--- config.mk ---
export PLATFORM = sky130hd
export DESIGN_NAME = mult_share_arbiter
export DESIGN_NICKNAME = d
export VERILOG_FILES = /design/src/rtl/mult_arb_pkg.sv /design/src/rtl/mult_arb_rr_arbiter.sv /design/src/rtl/multi_16bit.sv /design/src/rtl/mult_share_arbiter.sv
export SDC_FILE = /design/constraint.sdc
export NUM_CORES = 1
export LEC_CHECK = 0
export BUFFER_PORTS_ARGS = -buffer_cell sky130_fd_sc_hd__buf_2
export CAP_MARGIN = 25
export CORE_ASPECT_RATIO = 0.8
export CORE_MARGIN = 2
export CORE_UTILIZATION = 63
export CTS_CLUSTER_DIAMETER = 150
export DETAILED_ROUTE_END_ITERATION = 10
export PLACE_DENSITY = 0.93
export REMOVE_ABC_BUFFERS = 1
export SETUP_SLACK_MARGIN = 0.3
export SLEW_MARGIN = 20
export SYNTH_ARGS = -nofsm -noshare
export SYNTH_HDL_FRONTEND = slang
export SYNTH_SLANG_ARGS = --single-unit
--- constraint.sdc ---
create_clock -name clk -period 31.6 [get_ports clk]
set_input_delay 0 -clock clk [delete_from_list [all_inputs] [get_ports clk]]
set_output_delay 0 -clock clk [all_outputs]
set_load 0.005 [all_outputs]
--- src/rtl/mult_arb_pkg.sv ---
// Shared types and constants for the multiplier-sharing arbiter.
// Optional stats build: define MULT_ARB_STATS_EN.
package mult_arb_pkg;

  typedef enum logic [1:0] {
    IDLE,
    MUL,
    RESP
  } state_t;

  localparam int OPW         = 16;
  localparam int PW          = 32;
  localparam int NUM_REQ_DEF = 4;

endpackage

--- src/rtl/mult_arb_rr_arbiter.sv ---
// Combinational round-robin arbiter: first set request
// at or above ptr_i, wrapping around.
module rr_arbiter #(
  parameter  int N  = 4,
  localparam int IW = $clog2(N)
) (
  input  logic [N-1:0]  req_i,
  input  logic [IW-1:0] ptr_i,
  input  logic          en_i,
  output logic [N-1:0]  gnt_o,
  output logic [IW-1:0] idx_o
);

  logic          found;
  logic [IW-1:0] k;
  int            j;

  always_comb begin
    gnt_o = '0;
    idx_o = '0;
    found = 1'b0;
    k     = '0;
    j     = 0;
    for (int i = 0; i < N; i++) begin
      j = (int'(ptr_i) + i) % N;
      k = IW'(j);
      if (en_i && !found && req_i[k]) begin
        found    = 1'b1;
        gnt_o[k] = 1'b1;
        idx_o    = k;
      end
    end
  end

endmodule

--- src/rtl/multi_16bit.sv ---
// Unsigned 16x16 combinational array multiplier.
// Shared datapath; rows accumulate shifted partial products.
module multi_16bit (
  input  logic [15:0] a,
  input  logic [15:0] b,
  output logic [31:0] p
);

  logic [31:0] acc;

  always_comb begin
    acc = '0;
    for (int i = 0; i < 16; i++) begin
      if (b[i]) begin
        acc = acc + ({16'b0, a} << i);
      end
    end
    p = acc;
  end

endmodule

--- src/rtl/mult_share_arbiter.sv ---
// Time-shares one multi_16bit among NUM_REQ requesters.
// Optional per-requester grant counters: MULT_ARB_STATS_EN.
module mult_share_arbiter
  import mult_arb_pkg::*;
#(
  parameter  int NUM_REQ = NUM_REQ_DEF,
  localparam int IDW     = $clog2(NUM_REQ)
) (
  input  logic                   clk,
  input  logic                   rst_n,
  input  logic [NUM_REQ-1:0]     req_valid,
  output logic [NUM_REQ-1:0]     req_ready,
  input  logic [OPW*NUM_REQ-1:0] req_a,
  input  logic [OPW*NUM_REQ-1:0] req_b,
  output logic                   rsp_valid,
  input  logic                   rsp_ready,
  output logic [IDW-1:0]         rsp_id,
  output logic [PW-1:0]          rsp_p,
`ifdef MULT_ARB_STATS_EN
  input  logic                   stats_clr,
  output logic [16*NUM_REQ-1:0]  grant_cnt,
`endif
  output logic                   busy
);

  state_t         state_q, state_d;
  logic [IDW-1:0] rr_ptr_q, rr_ptr_d;
  logic [IDW-1:0] gnt_id_q, gnt_id_d;
  logic [OPW-1:0] op_a_q, op_a_d;
  logic [OPW-1:0] op_b_q, op_b_d;
  logic [PW-1:0]  rsp_p_q, rsp_p_d;
  logic [IDW-1:0] rsp_id_q, rsp_id_d;
  logic           rsp_valid_q, rsp_valid_d;

  logic [NUM_REQ-1:0] gnt;
  logic [IDW-1:0]     gnt_idx;
  logic [PW-1:0]      prod;
  logic               arb_en;

  // Gated by rst_n so no grant is offered while held in reset.
  assign arb_en = (state_q == IDLE) && rst_n;

  rr_arbiter #(
    .N(NUM_REQ)
  ) u_arb (
    .req_i(req_valid),
    .ptr_i(rr_ptr_q),
    .en_i (arb_en),
    .gnt_o(gnt),
    .idx_o(gnt_idx)
  );

  multi_16bit u_mul (
    .a(op_a_q),
    .b(op_b_q),
    .p(prod)
  );

  always_comb begin
    state_d     = state_q;
    rr_ptr_d    = rr_ptr_q;
    gnt_id_d    = gnt_id_q;
    op_a_d      = op_a_q;
    op_b_d      = op_b_q;
    rsp_p_d     = rsp_p_q;
    rsp_id_d    = rsp_id_q;
    rsp_valid_d = rsp_valid_q;
    case (state_q)
      IDLE: begin
        if (|req_valid) begin
          op_a_d   = req_a[OPW*gnt_idx +: OPW];
          op_b_d   = req_b[OPW*gnt_idx +: OPW];
          gnt_id_d = gnt_idx;
          state_d  = MUL;
        end
      end
      MUL: begin
        rsp_p_d     = prod;
        rsp_id_d    = gnt_id_q;
        rsp_valid_d = 1'b1;
        state_d     = RESP;
      end
      RESP: begin
        if (rsp_ready) begin
          rsp_valid_d = 1'b0;
          state_d     = IDLE;
          if (gnt_id_q == IDW'(NUM_REQ - 1)) begin
            rr_ptr_d = '0;
          end else begin
            rr_ptr_d = gnt_id_q + 1'b1;
          end
        end
      end
      default: begin
        state_d = IDLE;
      end
    endcase
  end

  always_ff @(posedge clk or negedge rst_n) begin
    if (!rst_n) begin
      state_q     <= IDLE;
      rr_ptr_q    <= '0;
      gnt_id_q    <= '0;
      op_a_q      <= '0;
      op_b_q      <= '0;
      rsp_p_q     <= '0;
      rsp_id_q    <= '0;
      rsp_valid_q <= 1'b0;
    end else begin
      state_q     <= state_d;
      rr_ptr_q    <= rr_ptr_d;
      gnt_id_q    <= gnt_id_d;
      op_a_q      <= op_a_d;
      op_b_q      <= op_b_d;
      rsp_p_q     <= rsp_p_d;
      rsp_id_q    <= rsp_id_d;
      rsp_valid_q <= rsp_valid_d;
    end
  end

  assign req_ready = gnt;
  assign rsp_valid = rsp_valid_q;
  assign rsp_id    = rsp_id_q;
  assign rsp_p     = rsp_p_q;
  assign busy      = (state_q != IDLE);

`ifdef MULT_ARB_STATS_EN
  logic [15:0] cnt_q [NUM_REQ];

  for (genvar g = 0; g < NUM_REQ; g++) begin : g_cnt
    always_ff @(posedge clk or negedge rst_n) begin
      if (!rst_n) begin
        cnt_q[g] <= '0;
      end else if (stats_clr) begin
        cnt_q[g] <= '0;
      end else if (req_ready[g] && req_valid[g]
                   && cnt_q[g] != 16'hFFFF) begin
        cnt_q[g] <= cnt_q[g] + 16'd1;
      end
    end
    assign grant_cnt[16*g +: 16] = cnt_q[g];
  end
`endif

endmodule

# [After elaboration in Yosys (flattened, before gate mapping)]
# Cells that the tools add are included.
[op_classes] n_addsub=19 n_reduce_logical=23 shifts=2 n_mux=49 n_lt_le_gt_ge=8 n_eq_ne=5 bitwise_logic=3
[ops] op="$mux 32" count=15
[ops] op="$shiftx 64x7->16" count=2
[ops] op="$add 32x17->32" count=1
[ops] op="$add 32x18->32" count=1
[ops] op="$add 32x19->32" count=1
[ops] op="$add 32x20->32" count=1
[ops] op="$add 32x21->32" count=1
[ops] op="$add 32x22->32" count=1
[ops] op="$add 32x23->32" count=1
[ops] op="$add 32x24->32" count=1
[ops] op="$add 32x25->32" count=1
[ops] op="$add 32x26->32" count=1
[ops] op="$add 32x27->32" count=1
[ops] op="$add 32x28->32" count=1
[ops] op="$add 32x29->32" count=1
[ops] op="$add 32x30->32" count=1
[ops] op="$add 32x31->32" count=1
[ops] op="$mux 16" count=1
[ops] op="$mux 4" count=4
[ops] op="$mux 2" count=7
[ops] op="$logic_and 1x1->1" count=12
[ops] op="$lt 2x3->1 const B" count=4
[ops] op="$mux 1" count=12
[ops] op="$or 4x4->4" count=3
[ops] op="16 further kinds" count=34
[word_totals] wordCells=117 regBits=73 out_inout_bits=40 inputBits=135

# [Logic depth before layout (Yosys ltp)]
[logic_depth] word_depth=31 depth_mapped=118 depth_no_buf=116

# [By module]
# From an unflattened synthesis, not the netlist that was laid out.
[unflattened] hier_cells=2556 area_unflattened_um2=19996.7
[by_module_without_submodules] module="multi_16bit" seq_area_each_um2=0.0 n_inst=1 cells_per_inst=2280 area_each_um2=15645.0
[by_module_without_submodules] module="mult_share_arbiter" seq_area_each_um2=1826.8 n_inst=1 cells_per_inst=205 area_each_um2=3714.8
[by_module_without_submodules] module="rr_arbiter" seq_area_each_um2=0.0 n_inst=1 cells_per_inst=71 area_each_um2=636.9

# [Worst setup path before layout]
# No wires, ideal clock.
[synth_path] kind="reg2reg" startpoint="reg op_a_q[1]" endpoint="reg rsp_p_q[31], in the netlist rsp_p[31]" arrival_time_ps=20186 n_path_buf=1 synth_period_minus_slack_ps=20314 stages_incl_launch_ff=101 t_required_ps=31472 slack_ps=11286 setup_ps=128 path_cell_list="dfrtp_1 -> inv_1 -> fa_1 -> nor2b_1 -> o31a_1 -> o311a_1 -> or3_1 -> a31o_2 -> ha_1 -> a21oi_1 -> o21ai_1 -> and2_1 -> o32ai_1 -> xnor2_1 -> mux2_2 -> ha_1 -> clkbuf_1 -> nand2_1 -> (+65 left out) -> a31oi_1 -> nand2_1 -> nor2_1 -> nor3_1 -> a211o_1 -> ha_1 -> a21oi_1 -> nand2_1 -> o31ai_1 -> xor2_1 -> nor2_1 -> or2_1 -> ha_1 -> a21o_1 -> a31o_2 -> a21oi_1 -> o21ba_1 -> o21ai_1"
[synth_via] elab_chain_len=31
[synth_rtl] item="from (decl)" line="mult_share_arbiter.sv:29" rtl="logic [OPW-1:0] op_a_q, op_a_d;"
[synth_rtl] item="from (signal assigned)" line="mult_share_arbiter.sv:114" rtl="op_a_q <= op_a_d;"
[synth_rtl] item="$mux 16" line="multi_16bit.sv:14" rtl="if (b[i]) begin"
[synth_rtl] item="$add 32x17->32" line="multi_16bit.sv:15" rtl="acc = acc + ({16'b0, a} << i);"
[synth_rtl] item="$mux 32" line="multi_16bit.sv:14"
[synth_rtl] item="$add 32x18->32" line="multi_16bit.sv:15"
[synth_rtl] item="$mux 32" line="multi_16bit.sv:14"
[synth_rtl] item="$add 32x19->32" line="multi_16bit.sv:15"
[synth_rtl] item="$mux 32" line="multi_16bit.sv:14"
[synth_rtl] item="$add 32x20->32" line="multi_16bit.sv:15"
[synth_rtl] item="(+15 left out)"
[synth_rtl] item="$add 32x28->32" line="multi_16bit.sv:15"
[synth_rtl] item="$mux 32" line="multi_16bit.sv:14"
[synth_rtl] item="$add 32x29->32" line="multi_16bit.sv:15"
[synth_rtl] item="$mux 32" line="multi_16bit.sv:14"
[synth_rtl] item="$add 32x30->32" line="multi_16bit.sv:15"
[synth_rtl] item="$mux 32" line="multi_16bit.sv:14"
[synth_rtl] item="$add 32x31->32" line="multi_16bit.sv:15"
[synth_rtl] item="$mux 32 (*)" line="multi_16bit.sv:14"
[synth_rtl] item="to (signal assigned)" line="mult_share_arbiter.sv:116" rtl="rsp_p_q <= rsp_p_d;"
[synth_rtl] item="to (decl)" line="mult_share_arbiter.sv:31" rtl="logic [PW-1:0] rsp_p_q, rsp_p_d;"
# Mark *: on every way between the ends. The rest lies on a longest branch, timed or not.
# A chain may end at the register's enable or synchronous reset.

# [Final worst setup path]
[layout_path] startpoint="reg op_a_q[4]" endpoint="reg rsp_p_q[31], in the netlist rsp_p[31]"
# The elaborated chain is that of the path after synthesis.

==> results.py <==
metrics = {
    "placement": {
        "dpl.hpwl_mm": 53.0,
        "dp_cells": 2977,
        "io_buffer_count": 174,
        "gp_congestion": 1.05,
    },
    "grt": {
        "first_global_vias": 20200,
        "grt_pass1_wl_mm": 109,
        "grt_overflow": 0,
        "antenna_found_initial": 6,
        "grt_max_degree": 50,
        "track_usage": 0.443,
    },
    "worst_setup_path": {
        "rrSetupSlack_ns": 7.78,
        "rr_worst_depth": 101,
        "startpoint_type": "register",
        "worstSetupEndpointType": "register",
        "required_ns": 31.83,
        "critPathBufInv": 4,
        "cp_common_cell": "ha_1",
        "cp_max_fo": 17,
        "crit_family": "compound AO/OA/AOI/OAI gates",
        "timing.rr.start": "op_a_q[4]",
        "crit_path_max_incr_delay_ns": 1.01,
        "critPathArrivalTime_ns": 24.05,
        "crit_type": "reg -> reg",
        "crit-reg2reg-capture": "rsp_p[31]",
        "cpMaxStageDelayCell": "dfrtp_1",
    },
    "drt": {
        "drc": 0,
        "drt_iter0_drc": 2939,
        "drt_wl_total_mm": 70.3,
        "viasPerCell": 7.16,
        "dr.pass1.iters": 6,
        "antenna_left": 0,
        "post_drt_wl_per_cell_um": 23.4,
        "dr_total_vias": 21500,
    },
    "timing": {
        "slew_violations": 0,
        "worst_slew_pin_slew_ns": 1.00,
        "fmax_ghz": 0.0420,
        "finalSetupViolCount": 0,
        "min_period_over_period": 0.754,
        "grt_setup_unrepaired": "false",
        "relSlewSlack": 0.331,
        "skew_ns": 0.0135,
        "final.min_clock_period_ns": 23.82,
        "finalHoldViolations": 0,
        "setup_tns_ns": 0,
    },
    "cells_and_area": {
        "drive_gt1_frac": 0.132,
        "instances_no_fill": 3002,
        "multi_input_area_mm2": 0.0161,
        "syn2layout_area_growth_pct": 8.93,
        "n_fill_cell": 2342,
        "finalNetCount": 3026,
        "ff_latch_area_mm2": 0.00183,
    },
    "logic_synthesis": {
        "ys_seq_area_frac": 0.0978,
        "yosysTopAreaCell": "ha_1",
        "synth.area.top_cells": "ha_1 18%, dfrtp_1 9.8%, a21oi_1 5.0%",
        "synth_seq_cells": 73,
        "syn_inst": 2483,
        "ys_warn_count": 0,
        "synth_area_mm2": 0.0187,
        "syn-mean-instance-area_um2": 7.52,
        "synth_top_area_frac": 0.176,
        "ys_top_cells_by_count": "262 x ha_1, 243 x nand2_1, 212 x nor2_1",
        "async_flop_share": 1.00,
        "synth_edf_count": 0,
        "synth_most_common_cell": "ha_1",
        "synth_flop_cell": "dfrtp_1",
        "synth_cell_type_count": 93,
    },
    "floorplanning": {
        "initial_utilization": 0.639,
        "num_rows": 56,
        "ios": 175,
        "die_w_um": 196,
        "die_h_um": 158,
        "core_mm2": 0.0292,
        "die_area_mm2": 0.0310,
    },
    "worst_hold_path": {
        "hold_depth": 4,
        "worstHoldStart": "req_a[47]",
        "hold_end": "op_a_q[15]",
        "min_path_type": "in -> reg",
    },
    "cts": {
        "cts_max_path_buffers": 2,
        "clkLatencyLatePin_ns": 0.36,
        "htreeDepth": 3,
        "clockRootBuffer": "clkbuf_16",
        "clk_pin_slew_worst_paths_ns": 0.07,
        "clock_sinks": 73,
        "cts_buffers": 9,
        "cts_tree": "yes",
    },
    "flow_run": {
        "maxCapViolations": 0,
    },
    "run_status": {
        "status": "completed",
    },
}
[metrics by stage]
step,cell area [um^2],utilization,hold slack (ns),worst slack [ns]
after floorplan,18300,-,-0.296,11.36
after global placement,19900,0.682,-0.0362,9.35
after detailed placement,19900,0.682,-0.0393,8.67
after CTS,20300,0.695,0.0819,8.53
after global routing,20300,0.696,0.112,6.25
final,20300,0.696,0.0780,7.78
[final cells by class]
type / instances / area share
timing repair buffer: 208 / 0.0567
tap: 377 / 0.0232
clock buffer: 9 / 0.0111
multi-input combinational: 2206 / 0.792
sequential: 73 / 0.0898
clock inverter: 7 / 0.00535
antenna: 6 / 0.000738
inverter: 116 / 0.0214
[worst min-delay path, stage by stage]
cell     delay [ns]
buf_2          0.07
mux4_2         0.22
nand2_1        0.05
o21ai_0        0.06
[metal layers]
metal / track usage / share of wire / wire length (um)
met5: 0 / 0 / 0
met4: 0.241 / 0.062 / 4350
met3: 0.103 / 0.14 / 9890
met2: 0.686 / 0.42 / 29300
met1: 0.575 / 0.38 / 26700
[what timing repair did]
action,in CTS,in global routing
hold endpoints to repair,29,0
hold buffers,2,0
endpoints found under the setup margin,0,0
resized for setup,0,0
buffers inserted,0,0
[flip-flops by register name, summed over array words and instances, names as in the netlist]
| register | flops |
|---|---|
| rsp_p | 32 |
| op_b_q | 16 |
| rsp_valid | 1 |
| op_a_q | 16 |
| state_q | 2 |
| rsp_id | 2 |
| rr_ptr_q | 2 |
| gnt_id_q | 2 |
[kinds of logic (layout without fill, tap and decap cells)]
family                     after synthesis  in the layout  share of synthesized area
and+or+nand+nor                        813            813                      0.208
DFF                                     73             73                     0.0978
AOI/OAI and AO/OA                      849            849                      0.302
adders and majority gates              277            277                      0.192
xor gates and xnor gates               143            143                     0.0671
muxes                                  124            124                     0.0920
other                                    0              6                          0
buffers and inverters                  204            340                     0.0413
[layout by cell type, fill, tap and decap left out, types with 19 or more instances in the layout]
master    synthesis  layout
inv_1           111     111
and3_1           23      23
nand3_1          61      60
buf_4             0      32
o31ai_1          20      20
a211oi_1         27      27
o21a_1           63      63
and2_1           28      28
a21oi_1         188     187
ha_1            262     262
nand2b_1         56      56
o21ai_1          68      68
nor3_1           57      57
xor2_1           59      59
o211ai_1         25      25
mux2_2           48      48
a22oi_1          19      19
xnor2_1          84      84
o21ai_0         129     129
mux4_2           33      33
a21o_1           73      73
mux2i_1          40      40
dfrtp_1          73      73
or3_1            26      26
a31oi_1          40      40
buf_2             4     173
nor2_1          212     211
nand2_1         243     243
nor2b_1          23      22
o22ai_1          20      20
[how the worst max path moves through the flow]
stage / from / to / depth (start not counted)
final: op_a_q[4] / rsp_p[31] / 101
after detailed placement: op_a_q[4] / rsp_p[31] / 101
after global routing: op_b_q[0] / rsp_p[31] / 102
after CTS: op_a_q[4] / rsp_p[31] / 101
after global placement: op_a_q[4] / rsp_p[31] / 101
after floorplan: op_a_q[1] / rsp_p[31] / 97
Power is not shown: default switching activity piles up to over one toggle a cycle in this logic, so the estimate is an artifact.
